[config.mk]
export PLATFORM = sky130hd
export DESIGN_NAME = cc_reorder_dispatch_ctrl
export DESIGN_NICKNAME = d
export VERILOG_FILES = /design/src/rtl/cc_pkg.sv /design/src/rtl/cc_credit_counter.sv /design/src/rtl/cc_reorder_dispatch_ctrl.sv
export SDC_FILE = /design/constraint.sdc
export NUM_CORES = 1
export LEC_CHECK = 0
export ABC_AREA = 0
export CAP_MARGIN = 40
export CORE_AREA = 3 3 436 438
export CTS_BUF_LIST = sky130_fd_sc_hd__clkbuf_4
export DETAILED_ROUTE_END_ITERATION = 8
export DIE_AREA = 0 0 439 441
export SETUP_SLACK_MARGIN = 0.15
export SLEW_MARGIN = 20
export SYNTH_ARGS = -nofsm -noshare
export SYNTH_HDL_FRONTEND = slang
export SYNTH_HIERARCHICAL = 1
export SYNTH_SLANG_ARGS = --single-unit
export TNS_END_PERCENT = 20
[constraint.sdc]
create_clock -name clk -period 2.61 [get_ports clk]
set_input_delay 0.261 -clock clk [delete_from_list [all_inputs] [get_ports clk]]
set_output_delay 0.261 -clock clk [all_outputs]
set_load 0.01 [all_outputs]
[src/rtl/cc_pkg.sv]
// rtl/cc_pkg.sv - shared types and constants for the cache-controller dispatch stage
// Purpose: FSM state type and the fixed AXI AR burst attributes used by cc_reorder_dispatch_ctrl.
// Ports: none (package).
package cc_pkg;

  typedef enum logic {S_IDLE, S_AR} cc_disp_state_t;

  // Every miss fetches one full 512-bit line as 8 x 64-bit beats, critical word first.
  localparam logic [3:0] CC_ARLEN        = 4'd7;
  localparam logic [2:0] CC_ARSIZE       = 3'b011;
  localparam logic [1:0] CC_ARBURST_WRAP = 2'b10;

  localparam int CC_LINE_W = 512;
  localparam int CC_OFS_W  = 6;

endpackage

[src/rtl/cc_credit_counter.sv]
// rtl/cc_credit_counter.sv - in-flight miss burst credit counter
// Purpose: counts miss bursts issued but not yet fully returned.
// Ports:
//   clk, rst_n  clock, async active-low reset
//   inc         a miss burst was accepted this cycle
//   dec         an R last-beat handshake was seen this cycle
//   max         credit limit
//   count       current in-flight count
//   avail       count < max, a new miss may be accepted
//   err         sticky: a last beat arrived with nothing outstanding
module cc_credit_counter (
  input  logic       clk,
  input  logic       rst_n,
  input  logic       inc,
  input  logic       dec,
  input  logic [3:0] max,
  output logic [3:0] count,
  output logic       avail,
  output logic       err
);

  logic underflow;
  logic dec_eff;

  // A return with nothing outstanding is flagged and otherwise ignored.
  assign underflow = dec && (count == 4'd0);
  assign dec_eff   = dec && !underflow;
  assign avail     = (count < max);

  always_ff @(posedge clk or negedge rst_n) begin
    if (!rst_n) begin
      count <= 4'd0;
      err   <= 1'b0;
    end else begin
      if (underflow) begin
        err <= 1'b1;
      end
      if (inc && !dec_eff) begin
        count <= count + 4'd1;
      end else if (dec_eff && !inc) begin
        count <= count - 4'd1;
      end
    end
  end

endmodule

[src/rtl/cc_reorder_dispatch_ctrl.sv]
// rtl/cc_reorder_dispatch_ctrl.sv - dispatch of tag-lookup results to the reorder unit and MEM AR
// Purpose: every accepted lookup pushes a hit/miss flag; hits also push {offset,line} into the hit-data
//   FIFO; misses issue an 8-beat WRAP AR burst, capped by a credit counter fed from R last-beat handshakes.
// Ports:
//   clk, rst_n                         clock, async active-low reset
//   lookup_valid_i/ready_o             lookup handshake; hit_i, addr_i, line_i are the lookup payload
//   hit_flag_fifo_afull_i/wren_o/wdata_o  hit-flag FIFO write port (1 = hit)
//   hit_data_fifo_afull_i/wren_o/wdata_o  hit-data FIFO write port {addr offset, line}
//   mem_araddr/arlen/arsize/arburst/arvalid_o, mem_arready_i   MEM AR channel
//   mem_rvalid_i/rready_i/rlast_i      snooped MEM R handshake for credit return
//   outstanding_o                      in-flight miss count
//   credit_err_o                       sticky credit underflow flag
module cc_reorder_dispatch_ctrl
  import cc_pkg::*;
#(
  parameter int MAX_OUTSTANDING = 4,
  parameter int ADDR_WIDTH      = 32,
  parameter int LINE_WIDTH      = CC_LINE_W,
  parameter int OFFSET_WIDTH    = CC_OFS_W
) (
  input  logic                              clk,
  input  logic                              rst_n,
  input  logic                              lookup_valid_i,
  output logic                              lookup_ready_o,
  input  logic                              lookup_hit_i,
  input  logic [ADDR_WIDTH-1:0]             lookup_addr_i,
  input  logic [LINE_WIDTH-1:0]             lookup_line_i,
  input  logic                              hit_flag_fifo_afull_i,
  output logic                              hit_flag_fifo_wren_o,
  output logic                              hit_flag_fifo_wdata_o,
  input  logic                              hit_data_fifo_afull_i,
  output logic                              hit_data_fifo_wren_o,
  output logic [OFFSET_WIDTH+LINE_WIDTH-1:0] hit_data_fifo_wdata_o,
  output logic [ADDR_WIDTH-1:0]             mem_araddr_o,
  output logic [3:0]                        mem_arlen_o,
  output logic [2:0]                        mem_arsize_o,
  output logic [1:0]                        mem_arburst_o,
  output logic                              mem_arvalid_o,
  input  logic                              mem_arready_i,
  input  logic                              mem_rvalid_i,
  input  logic                              mem_rready_i,
  input  logic                              mem_rlast_i,
  output logic [3:0]                        outstanding_o,
  output logic                              credit_err_o
);

  localparam logic [3:0] MAX_CNT = 4'(MAX_OUTSTANDING);

  cc_disp_state_t state, state_next;

  logic credit_avail;
  logic accept;
  logic hit_accept;
  logic miss_accept;
  logic credit_return;

  assign mem_arlen_o   = CC_ARLEN;
  assign mem_arsize_o  = CC_ARSIZE;
  assign mem_arburst_o = CC_ARBURST_WRAP;

  // The AR request lives exactly as long as the FSM is in S_AR, so reset drops it immediately.
  assign mem_arvalid_o = (state == S_AR);

  assign accept        = lookup_valid_i && lookup_ready_o;
  assign hit_accept    = accept && lookup_hit_i;
  assign miss_accept   = accept && !lookup_hit_i;
  assign credit_return = mem_rvalid_i && mem_rready_i && mem_rlast_i;

  cc_credit_counter u_credit (
    .clk   (clk),
    .rst_n (rst_n),
    .inc   (miss_accept),
    .dec   (credit_return),
    .max   (MAX_CNT),
    .count (outstanding_o),
    .avail (credit_avail),
    .err   (credit_err_o)
  );

  always_ff @(posedge clk or negedge rst_n) begin
    if (!rst_n) begin
      state <= S_IDLE;
    end else begin
      state <= state_next;
    end
  end

  always_comb begin
    state_next     = state;
    lookup_ready_o = 1'b0;
    case (state)
      S_IDLE: begin
        // A hit needs room in both FIFOs; a miss needs a flag slot and a credit.
        lookup_ready_o = !hit_flag_fifo_afull_i &&
                         (lookup_hit_i ? !hit_data_fifo_afull_i : credit_avail);
        if (miss_accept) begin
          state_next = S_AR;
        end
      end
      S_AR: begin
        if (mem_arready_i) begin
          state_next = S_IDLE;
        end
      end
      default: state_next = S_IDLE;
    endcase
  end

  // FIFO writes and AR address are registered: one cycle after the accepting edge.
  always_ff @(posedge clk or negedge rst_n) begin
    if (!rst_n) begin
      hit_flag_fifo_wren_o  <= 1'b0;
      hit_flag_fifo_wdata_o <= 1'b0;
      hit_data_fifo_wren_o  <= 1'b0;
      hit_data_fifo_wdata_o <= '0;
      mem_araddr_o          <= '0;
    end else begin
      hit_flag_fifo_wren_o  <= accept;
      hit_flag_fifo_wdata_o <= hit_accept;
      hit_data_fifo_wren_o  <= hit_accept;
      if (hit_accept) begin
        hit_data_fifo_wdata_o <= {lookup_addr_i[OFFSET_WIDTH-1:0], lookup_line_i};
      end
      if (miss_accept) begin
        mem_araddr_o <= {lookup_addr_i[ADDR_WIDTH-1:3], 3'b000};
      end
    end
  end

endmodule
# Word level (Yosys, flattened, before mapping)
# Index checks and enable logic that the tools add are counted.
dict set report totals {
  ff_bits 555
  inputBits 554
  elab_cells 36
  out_inout_bits 569
}
dict set report op_classes {
  magnitude_cmp 1
  bitwise 1
  mux 7
  addsub 2
  reduce_logical 18
}
# cell count
set op_table {}
lappend op_table {{$logic_and A1 B1 Y1} 10}
lappend op_table {{$mux W4} 2}
lappend op_table {{$logic_not A1 Y1} 6}
lappend op_table {{$add A4 B1 Y4 const B} 1}
lappend op_table {{$logic_not A4 Y1} 1}
lappend op_table {{$lt A4 B3 Y1 const B} 1}
lappend op_table {{$mux W1} 4}
lappend op_table {{$sub A4 B1 Y4 const B} 1}
lappend op_table {{$pmux W1 S2} 1}
lappend op_table {{$reduce_bool A2 Y1} 1}
lappend op_table {{$not A1 Y1} 1}

# Longest topological paths before layout
dict set report logic_depth {
  depth_word 10
  ltp_mapped 15
  depth_no_buf 14
}

# Modules after synthesis
# The synthesis kept the hierarchy.
# module instances seq_area_each_um2 cells_per_inst area_each_um2
set modules_own_cells {}
lappend modules_own_cells {cc_reorder_dispatch_ctrl 1 13763.2 1183 20734.9}
lappend modules_own_cells {cc_credit_counter 1 125.1 34 360.3}

# Worst setup path before layout
# OpenSTA, ideal clock, no wires.
dict set report synth_path {
  path_kind {register to register}
  start {register u_credit.count[1]}
  end {register u_credit.count[3]}
  slack_ns -0.128
  path_buffers 1
  period_less_slack_ns 2.738
  t_required_ns 2.483
  setup_ns 0.127
  arrival_ns 2.612
  stages_incl_launch_ff 15
  path_cell_list {dfrtp_1 ha_1 a21o_1 a21o_1 a21oi_2 nand4b_1 buf_2 inv_1 ha_1 inv_1 ha_1 a21oi_1 and3_1 o21bai_1 xnor2_1}
}
dict set report synth_between {
  elab_chain_cells 9
  word_cells_on_any_way 19
  cone_classes {add/sub (2); order compare (1); mux (4); reduce/logical (12)}
}
# element line_no
set synth_lines {}
lappend synth_lines {{start, declared} cc_credit_counter.sv:17} ;# output logic [3:0] count,
lappend synth_lines {{start signal, assigned} cc_credit_counter.sv:39} ;# count <= count + 4'd1;
lappend synth_lines {{start signal, assigned} cc_credit_counter.sv:41} ;# count <= count - 4'd1;
lappend synth_lines {{$lt A4 B3 Y1 *} cc_credit_counter.sv:28} ;# assign avail = (count < max);
lappend synth_lines {{via credit_avail} cc_reorder_dispatch_ctrl.sv:51} ;# logic credit_avail;
lappend synth_lines {{$mux W1 *} cc_reorder_dispatch_ctrl.sv:95} ;# (lookup_hit_i ? !hit_data_fifo_afull_i : credit_avail);
lappend synth_lines {{$logic_and A1 B1 Y1 *} cc_reorder_dispatch_ctrl.sv:94} ;# lookup_ready_o = !hit_flag_fifo_afull_i &&
lappend synth_lines {{$mux W1 *} cc_reorder_dispatch_ctrl.sv:91} ;# case (state)
lappend synth_lines {{$logic_and A1 B1 Y1 *} cc_reorder_dispatch_ctrl.sv:64} ;# assign accept = lookup_valid_i && lookup_ready_o;
lappend synth_lines {{$logic_and A1 B1 Y1 *} cc_reorder_dispatch_ctrl.sv:66} ;# assign miss_accept = accept && !lookup_hit_i;
lappend synth_lines {{via miss_accept} cc_reorder_dispatch_ctrl.sv:54} ;# logic miss_accept;
lappend synth_lines {{$logic_not A1 Y1} cc_credit_counter.sv:40} ;# end else if (dec_eff && !inc) begin
lappend synth_lines {{$logic_and A1 B1 Y1} cc_credit_counter.sv:40}
lappend synth_lines {{$reduce_bool A2 Y1 (no source line)} --}
# The timed path passes the listed nets; every way through them passes the cells marked *. The select of a mux whose other input is x is not followed.
# A chain may end at the register's enable or synchronous reset.

# Worst setup path in the final report
dict set report layout_path {
  start {register u_credit.count[1]}
  end {output port lookup_ready_o}
}
dict set report layout_between {
  elab_chain_cells 4
}
# element line_no
set layout_lines {}
lappend layout_lines {{$lt A4 B3 Y1} cc_credit_counter.sv:28}
lappend layout_lines {{via credit_avail} cc_reorder_dispatch_ctrl.sv:51}
lappend layout_lines {{$mux W1} cc_reorder_dispatch_ctrl.sv:95}
lappend layout_lines {{$logic_and A1 B1 Y1} cc_reorder_dispatch_ctrl.sv:94}
lappend layout_lines {{$mux W1} cc_reorder_dispatch_ctrl.sv:91}
lappend layout_lines {{end, declared} cc_reorder_dispatch_ctrl.sv:24} ;# output logic lookup_ready_o,
# The timed path passes the listed nets, and every way through them passes these cells.

==> results.yml <==
floorplan:
  die_y_um: 441
  chipWidth_um: 439
  core_um2: 187000
  ios: 1123
  start_util: 0.113
  dieArea_um2: 194000
  rows: 159
power_and_ir_drop:
  p_leak_nw: 18.3
  p_int_mw: 21.6
  net-switching-power_mw: 11.7
  pwr-share-comb: 0.361
  clkPwrFrac: 0.248
  power_frac_seq: 0.391
  switching_share: 0.351
  ir_drop_uv: 361
  power_density_nw_per_um2: 778
clock_network:
  clk_pin_slew_worst_paths_ns: 0.06
  clk_latency_ns: 1.17
  numCtsBuffers: 161
  clock_sinks: 555
  htreeDepth: 4
  clockBufferDepth: 3
  cts_setup_buffers: 0
  cts_root_buf: "clkbuf_4"
  cts_tree: "built"
critical_path:
  endpoint_kind: "output pin"
  criticalPathCategory: "reg -> out"
  worst-path-buf-inv: 1
  crit_family: "compound AO/OA/AOI/OAI gates"
  cp_max_fo: 2
  cp-start-kind: "flop"
  critPathArrivalTime_ns: 2.72
  crit_top_cell: "a21o_1"
  critical_path_depth: 7
  r2r_cells: 13
  r2r_setup_slack_ns: 0.16
  worst_r2r_endpoint: "u_credit/count[3]"
  r2r-start: "u_credit/count[1]"
  worstPathRequired_ns: 2.35
  cp_slowest_cell: "dfrtp_2"
  cp_cell_sequence: "ha_4 > a21o_1 > a21o_1 > a21oi_2 > nor2_2 > a2111oi_4 > buf_2"
  cpPeakStageDelay_ns: 0.38
timing:
  final.setup.tns_ns: -0.369
  worst_slew_pin_slew_ns: 0.571
  maxSlewHeadroom: 0.619
  slew_violations: 0
  finalSetupViolations: 1
  fin_worst_skew_ns: 0.0727
  fin_ws_ns: -0.369
  fin_crit_sh: 1.14
  fmax_mhz: 336
  hold_violations: 0
  rsz0062_at_grt: "true"
  min_period_ns: 2.98
  whs_ns: 0.208
synthesis:
  synth_cells: 1217
  synth_most_common_cell: "dfrtp_1"
  syn_area_per_cell_um2: 17.3
  ys_types: 30
  synth_flop_cell: "dfrtp_1"
  netlist_top_cells_area: "dfrtp_1 (66%), mux2_2 (19%), mux2_1 (11%), buf_4 (1.4%), buf_8 (1.4%)"
  synth_top_area_frac: 0.658
  synth_edf_count: 0
  synth_area_leader_cell: "dfrtp_1"
  ys_ff_latch: 555
  ys_top_cells_by_count: "dfrtp_1 (555), mux2_2 (348), mux2_1 (200), buf_4 (40), buf_8 (20)"
  synthArstFlopShare: 1.00
  yosysSeqAreaShare: 0.658
  syn_area_um2: 21100
  yosysWarningCount: 6
cells_and_area:
  stdcell_count: 5716
  drive_above_1_share: 0.223
  nets: 3634
  syn_to_final_growth_pct: 103
  fill_cells: 19800
grt:
  antenna_found_initial: 68
  overflow: 0
  first_global_vias: 20100
  grtUsageTotal: 0.124
  grt_max_degree: 84
  grt_pass1_wl_um: 166000
outcome:
  status: "finished with violations"
  failed_checks: "setup timing"
placement:
  place_hpwl_um: 101000
  numPortBuffers: 1110
  gp_congestion: 0.859
  dp.cells: 4821
route:
  wl_um: 125000
  vias: 18600
  drcViolationCount: 0
  viasPerCell: 3.25
  drt_first_pass_iters: 4
  drt_iter0_drc: 856
  antenna_left: 0
  routedWlPerCell_um: 21.9
job:
  drv_cap: 0
min_path:
  hold_class: "in -> async"
-- placed cells by master (no fill, tap or decap), types with 2 or more instances in the layout --
cell / instances
clkbuf_4: 230
dlygate4sd3_1: 583
dlymetal6s2s_1: 3
inv_6: 7
inv_1: 4
ha_4: 4
buf_12: 21
clkinvlp_4: 5
clkdlybuf4s18_2: 2
dlygate4sd2_1: 455
clkdlybuf4s50_1: 601
dfrtp_2: 7
diode_2: 36
a21o_1: 3
mux2_1: 200
mux2_2: 348
clkinv_2: 2
buf_2: 5
inv_8: 2
dfrtp_1: 548
clkinv_1: 29
buf_4: 38
ha_1: 2
clkdlybuf4s15_1: 17
inv_2: 2
o21ai_0: 2
nor2_2: 2
a21oi_2: 2
clkdlybuf4s15_2: 25
conb_1: 16
xnor2_1: 3
nand2b_1: 2
-- power by group through the flow --
stage	Combinational (mW)	Sequential (mW)	Clock [mW]
3_3_place_gp	13.1	13.1	0
2_1_floorplan	2.61	14.1	0
3_5_place_dp	13.1	13.2	0
5_1_grt	12.7	13.3	9.17
4_1_cts	12.3	13.0	8.70
6_report	12.0	13.0	8.25
-- per-layer routing --
layer  track usage  wire (µm)  vias to the layer above
met5             0        215                        -
met4        0.0559       5520                       38
met3        0.0433       9870                      229
met2         0.196      58200                      845
met1         0.152      51100                     9314
li1              -          -                     8164
-- metrics by stage --
step / cell area [µm²] / setup slack [ns] / power [mW] / util
after floorplan: 21200 / 0.0788 / 16.7 / -
after global placement: 35400 / -0.175 / 26.1 / 0.189
after detailed placement: 35400 / -0.144 / 26.3 / 0.189
after CTS: 42700 / -0.668 / 34.0 / 0.228
after global routing: 42800 / -0.690 / 35.2 / 0.229
final: 42800 / -0.369 / 33.3 / 0.229
-- timing repair --
item	CTS	global route
hold endpoints to repair	1109	0
endpoints found under the setup margin	504	5
resized for setup	605	5
hold buffers	584	0
pin swaps	1	6
-- final cells by class --
cell class	count	area, µm²	area share
diodes	36	90.1	0.00210
clock inverters	45	240	0.00561
multi-input cells	596	6590	0.154
well taps	2495	3120	0.0729
flip-flops and latches	555	13900	0.325
repair buffers	1752	17100	0.400
inverters	7	38.8	0.000906
clock buffers	230	1730	0.0403
-- worst reg2reg max path, stage by stage (launching register included) --
cell and delay (ns):
dfrtp_2 0.38, ha_4 0.20, a21o_1 0.16, a21o_1 0.17
a21oi_2 0.16, nand4b_1 0.16, inv_2 0.11, ha_4 0.15
inv_6 0.05, ha_4 0.28, nand3_2 0.09, and3_4 0.16
o21bai_1 0.16, xnor2_1 0.13
-- worst max path at each step --
stage                                 start                 to  slack (ns)
after floorplan           u_credit/count[1]  u_credit/count[3]        0.08
after global placement    u_credit/count[1]     lookup_ready_o       -0.17
after detailed placement  u_credit/count[1]     lookup_ready_o       -0.14
after CTS                 u_credit/count[1]     lookup_ready_o       -0.67
after global routing      u_credit/count[1]     lookup_ready_o       -0.69
final                     u_credit/count[1]     lookup_ready_o       -0.37
-- registers in the layout, indices dropped and copies added, names as in the netlist --
| name | cells |
|---|---|
| mem_arvalid_o | 1 |
| u_credit/count | 4 |
| u_credit/err | 1 |
| hit_data_fifo_wren_o | 1 |
| mem_araddr_o | 29 |
| hit_flag_fifo_wren_o | 1 |
| hit_data_fifo_wdata_o | 518 |
-- cell families after synthesis --
group	share of synthesized area
flops	0.658
mux	0.293
buf+inv	0.0360
simple gates	0.00380
compound gates	0.00320
fa+ha+maj	0.00451
xor+xnor	0.00125
other cells	0.000356
Note: power is estimated with default switching activity, not from simulation.
